===== src/rtl/uart_pkg.sv =====
// Shared constants and state encoding for the UART transmit path.
package uart_pkg;

  localparam int UART_DATA_BITS = 8;
  localparam logic UART_STOP_LEVEL = 1'b1;
  localparam logic UART_START_LEVEL = 1'b0;
  localparam int UART_CLKS_PER_BIT_DEFAULT = 217;

  typedef enum logic [2:0] {
    IDLE   = 3'd0,
    START  = 3'd1,
    DATA   = 3'd2,
    PARITY = 3'd3,
    STOP   = 3'd4
  } uart_state_e;

endpackage


===== src/rtl/uart_tx_shifter.sv =====
// 9-bit right shift register for the transmit data; refills with the stop level
// so the idle/stop value is always what falls out of the low end.
module uart_tx_shifter
  import uart_pkg::*;
(
  input  logic       clk,
  input  logic       reset,
  input  logic       load,
  input  logic       shift,
  input  logic [7:0] in,
  output logic       bit0,
  output logic       bit1
);

  logic [UART_DATA_BITS:0] q;

  always_ff @(posedge clk) begin
    if (reset) begin
      q <= '1;
    end else if (load) begin
      q <= {UART_STOP_LEVEL, in};
    end else if (shift) begin
      q <= {UART_STOP_LEVEL, q[UART_DATA_BITS:1]};
    end
  end

  assign bit0 = q[0];
  assign bit1 = q[1];

endmodule


===== src/rtl/uart_tx.sv =====
// UART transmitter, 8N1 framing with a registered, glitch-free tx line.
// Define UART_TX_PARITY_EN to add an even-parity bit between data and stop.
module uart_tx
  import uart_pkg::*;
#(
  parameter int CLKS_PER_BIT = UART_CLKS_PER_BIT_DEFAULT
) (
  input  logic       clk,
  input  logic       reset,
  input  logic [7:0] in,
  input  logic       load,
  output logic       tx,
  output logic       busy
);

  localparam int CNT_W = (CLKS_PER_BIT > 1) ? $clog2(CLKS_PER_BIT) : 1;
  localparam logic [CNT_W-1:0] BAUD_LAST = CNT_W'(CLKS_PER_BIT - 1);

  localparam logic [2:0] S_IDLE  = IDLE;
  localparam logic [2:0] S_START = START;
  localparam logic [2:0] S_DATA  = DATA;
  localparam logic [2:0] S_STOP  = STOP;
`ifdef UART_TX_PARITY_EN
  localparam logic [2:0] S_PARITY = PARITY;
`endif

  logic [2:0]       state;
  logic [CNT_W-1:0] baud_cnt;
  logic [2:0]       bit_cnt;
  logic             bit_end;
  logic             accept;
  logic             shift_en;
  logic             sh_bit0;
  logic             sh_bit1;

  assign bit_end  = (baud_cnt == BAUD_LAST);
  assign accept   = (state == S_IDLE) && load;
  assign shift_en = (state == S_DATA) && bit_end;

  uart_tx_shifter u_shifter (
    .clk   (clk),
    .reset (reset),
    .load  (accept),
    .shift (shift_en),
    .in    (in),
    .bit0  (sh_bit0),
    .bit1  (sh_bit1)
  );

`ifdef UART_TX_PARITY_EN
  logic parity_q;

  always_ff @(posedge clk) begin
    if (reset) begin
      parity_q <= 1'b0;
    end else if (accept) begin
      parity_q <= ^in;
    end
  end
`endif

  // tx is registered, so each bit boundary loads the level of the bit about to start.
  always_ff @(posedge clk) begin
    if (reset) begin
      state    <= S_IDLE;
      tx       <= UART_STOP_LEVEL;
      busy     <= 1'b0;
      baud_cnt <= '0;
      bit_cnt  <= '0;
    end else begin
      if (state == S_IDLE || bit_end) begin
        baud_cnt <= '0;
      end else begin
        baud_cnt <= baud_cnt + 1'b1;
      end
      case (state)
        S_IDLE: begin
          if (load) begin
            state <= S_START;
            tx    <= UART_START_LEVEL;
            busy  <= 1'b1;
          end
        end
        S_START: begin
          if (bit_end) begin
            state   <= S_DATA;
            bit_cnt <= '0;
            tx      <= sh_bit0;
          end
        end
        S_DATA: begin
          if (bit_end) begin
            bit_cnt <= bit_cnt + 3'd1;
            if (bit_cnt == 3'(UART_DATA_BITS - 1)) begin
`ifdef UART_TX_PARITY_EN
              state <= S_PARITY;
              tx    <= parity_q;
`else
              state <= S_STOP;
              tx    <= UART_STOP_LEVEL;
`endif
            end else begin
              tx <= sh_bit1;
            end
          end
        end
`ifdef UART_TX_PARITY_EN
        S_PARITY: begin
          if (bit_end) begin
            state <= S_STOP;
            tx    <= UART_STOP_LEVEL;
          end
        end
`endif
        S_STOP: begin
          if (bit_end) begin
            state <= S_IDLE;
            busy  <= 1'b0;
          end
        end
        default: begin
          state <= S_IDLE;
          tx    <= UART_STOP_LEVEL;
          busy  <= 1'b0;
        end
      endcase
    end
  end

endmodule


===== config.mk =====
export PLATFORM = sky130hd
export DESIGN_NAME = uart_tx
export DESIGN_NICKNAME = d
export VERILOG_FILES = /design/src/rtl/uart_pkg.sv /design/src/rtl/uart_tx_shifter.sv /design/src/rtl/uart_tx.sv
export SDC_FILE = /design/constraint.sdc
export NUM_CORES = 1
export LEC_CHECK = 0
export CORE_MARGIN = 4
export CORE_UTILIZATION = 40
export CTS_CLUSTER_SIZE = 25
export DETAILED_ROUTE_END_ITERATION = 10
export DONT_BUFFER_PORTS = 1
export GPL_TIMING_DRIVEN = 0
export MAX_ROUTING_LAYER = met4
export PLACE_DENSITY = 0.52
export SYNTH_ARGS = -nofsm -noshare
export SYNTH_HDL_FRONTEND = slang
export SYNTH_SLANG_ARGS = --single-unit

===== constraint.sdc =====
create_clock -name clk -period 1.8 [get_ports clk]
set_input_delay 0.09 -clock clk [delete_from_list [all_inputs] [get_ports clk]]
set_output_delay 0.09 -clock clk [all_outputs]
set_load 0.1 [all_outputs]

==> run summary <==
Seq/Total Area, Yosys = 37.5%
Fin. Hold Viols = 0
Dpl ws = 0.0900 ns
Top FF cell, synth = dfxtp_1
Share of cells above drive strength 1 = 24.8%
Worst-path clk slew = 0.13 ns
Post-route insts no fill = 189
Diode count = 0
Vias in the first global route = 1004
Pleak = 0.515 nW
Worst skew pair latency = 0.32 ns
First-pass GRT wire length = 4.42 mm
Remaining DRCs = 0
Per-cell routed wire length = 13.0 um
Die area = 4180 um^2
Unrepaired setup endpoints after global routing = no
Post-CTS setup buffer count = 0
Num rows = 20
Vias per cell = 5.22
Count leader, synth = dfxtp_1
Worst slew pin tran = 0.991 ns
Syn Nets = 147
Util after Layout = 48.0%
Dominant cells by area after synthesis = dfxtp_1, a221oi_2, nor2_1, ha_1, nor2_2
Vias = 986
Max-cap violation count = 0
Top-level port count = 13
Asr flop ratio synth = 0%
Peak supply drop = 0.000394 V
Grt ovf = 0
Starting Density = 42.0%
Most area-hungry cell type in the Yosys netlist = dfxtp_1
Synth Instances = 132
Largest net degree at the start of global routing = 14
Core area = 3050 um^2
Setup violators final = 0
Final Cycle Share = 91.8%
Data arrival, critical path = 1.85 ns
Commonest cells post-synth = dfxtp_1, nor2_1
Dpl cells = 176
Final Slew Violations = 0
Netlist cell types = 42
Syn Std Cell Area = 1280 um^2
Drt first pass iters = 4
H-tree depth = 1
Post-synthesis register bit count = 24
Max clock buf depth = 2
CTS Buf Count = 3
Routability cong. = 0.798
Detailed Route WL = 2.46 mm
Post-synth EDFFs = 0
Post-DRT Antenna Nets = 0
Setup Crit Path Kind = register to register
Die height = 64.6 um
Crit path required time = 2.00 ns
Crit path time final = 1.65 ns
TritonCTS clock tree = built
Avg Inst Size Synth = 9.72 um^2
Port Buffers = 0
Setup slack after layout = 0.148 ns
Yosys warnings = 0
Largest fanout on the critical path = 10
# nets final = 161
HPWL after DPL = 1.80 mm
Clock root buffer = clkbuf_4
Final TNS setup = 0 ns
Clock Sinks = 24
Status = complete, no violations
Layout area overhead = 14.2%
Clock Skews = 0.00972 ns
Fmax = 0.605 GHz
Iteration-0 DRC Markers = 61
Endpoint class of the critical path = register
PwrDens = 692 nW/um^2
Antenna violations before repair = 0
Critical Path Start Type = register
Slew HR = 33.8%
Hold Path Class = input pin to register
Tot GR Track Use = 13.5%
Post-synth top area share = 37.5%
Die X = 64.6 um
registers in the layout, summed over array words and instances, names as in the netlist:
signal       count
u_shifter.q      8
busy             1
baud_cnt         8
bit_cnt          3
tx               1
state            3
placed cells by master, fill, tap and decap left out, types with 2 or more instances in the layout:
cell	synthesis	layout
a221oi_2	7	7
a21oi_1	2	2
a22oi_1	2	2
clkbuf_4	0	3
inv_1	6	6
nor3_2	2	2
nand4_1	3	3
mux2i_1	2	2
dfxtp_1	24	23
nor2_2	7	7
nor3_1	7	7
nor4_1	7	7
buf_4	3	3
ha_1	4	4
nand3_1	5	5
xnor2_1	3	3
dlygate4sd3_1	0	9
xor2_1	4	4
clkbuf_1	3	3
nand2_1	3	3
nor2_1	15	15
what timing repair did:
item / in CTS / in global routing
setup endpoints to repair: 0 / 5
hold buffers: 9 / 0
endpoints found under the hold margin: 16 / 0
gates resized for setup: 0 / 1
worst paths after layout:
path	startpoint	end	slack [ns]	cells after the start
max	baud_cnt[0]	bit_cnt[2]	0.15	8
min	load	u_shifter.q[7]	0.02	3
max reg2reg	baud_cnt[0]	bit_cnt[2]	0.15	8
min reg2reg	baud_cnt[0]	baud_cnt[0]	0.46	1
critical path, stage by stage (launching register included):
cell     delay (ns)
dfxtp_2        0.39
inv_1          0.05
ha_1           0.19
and4b_1        0.24
and3_4         0.17
buf_6          0.13
buf_8          0.14
a22oi_1        0.18
nor2_1         0.06
kinds of logic (layout without fill, tap and decap cells):
kind of cell / after synthesis / in the layout / share of synthesized area [%]
buf+inv: 15 / 28 / 6.83
flops: 24 / 24 / 37.5
mux: 2 / 2 / 1.56
simple gates: 60 / 60 / 28.7
xor+xnor: 7 / 7 / 4.78
fa+ha+maj: 4 / 4 / 3.90
compound gates: 20 / 20 / 16.8
stage by stage:
| stage | hold WS, ns | area, um^2 | total power, mW |
|---|---|---|---|
| after floorplan | 0.259 | 1280 | 0.702 |
| after global placement | 0.271 | 1340 | 0.721 |
| after detailed placement | 0.271 | 1340 | 0.724 |
| after CTS | 0.0159 | 1460 | 1.03 |
| after global routing | 0.0305 | 1470 | 1.07 |
| final | 0.0241 | 1470 | 1.01 |
routing by layer:
metal	wire length (um)	track usage [%]	up-vias
met5	0	-	-
met4	26	3.17	0
met3	107	4.33	5
met2	1200	22.6	12
met1	1120	15.9	463
li1	-	-	506
where the power goes:
part | internal (mW) | switching [mW]
Sequential | 0.553 | 0.0544
Clock | 0.124 | 0.163
Combinational | 0.0552 | 0.0649
Total | 0.732 | 0.282
area by class of cell:
| type | instances | area (um^2) |
|---|---|---|
| well taps | 44 | 55.1 |
| clock buffers | 4 | 36.3 |
| inverters | 6 | 22.5 |
| fillers | 317 | 1590 |
| repair buffers | 9 | 90.1 |
| flip-flops and latches | 24 | 482 |
| multi-input cells | 93 | 714 |
| plain buffers | 9 | 65.1 |
(Power assumes the default switching activity.)
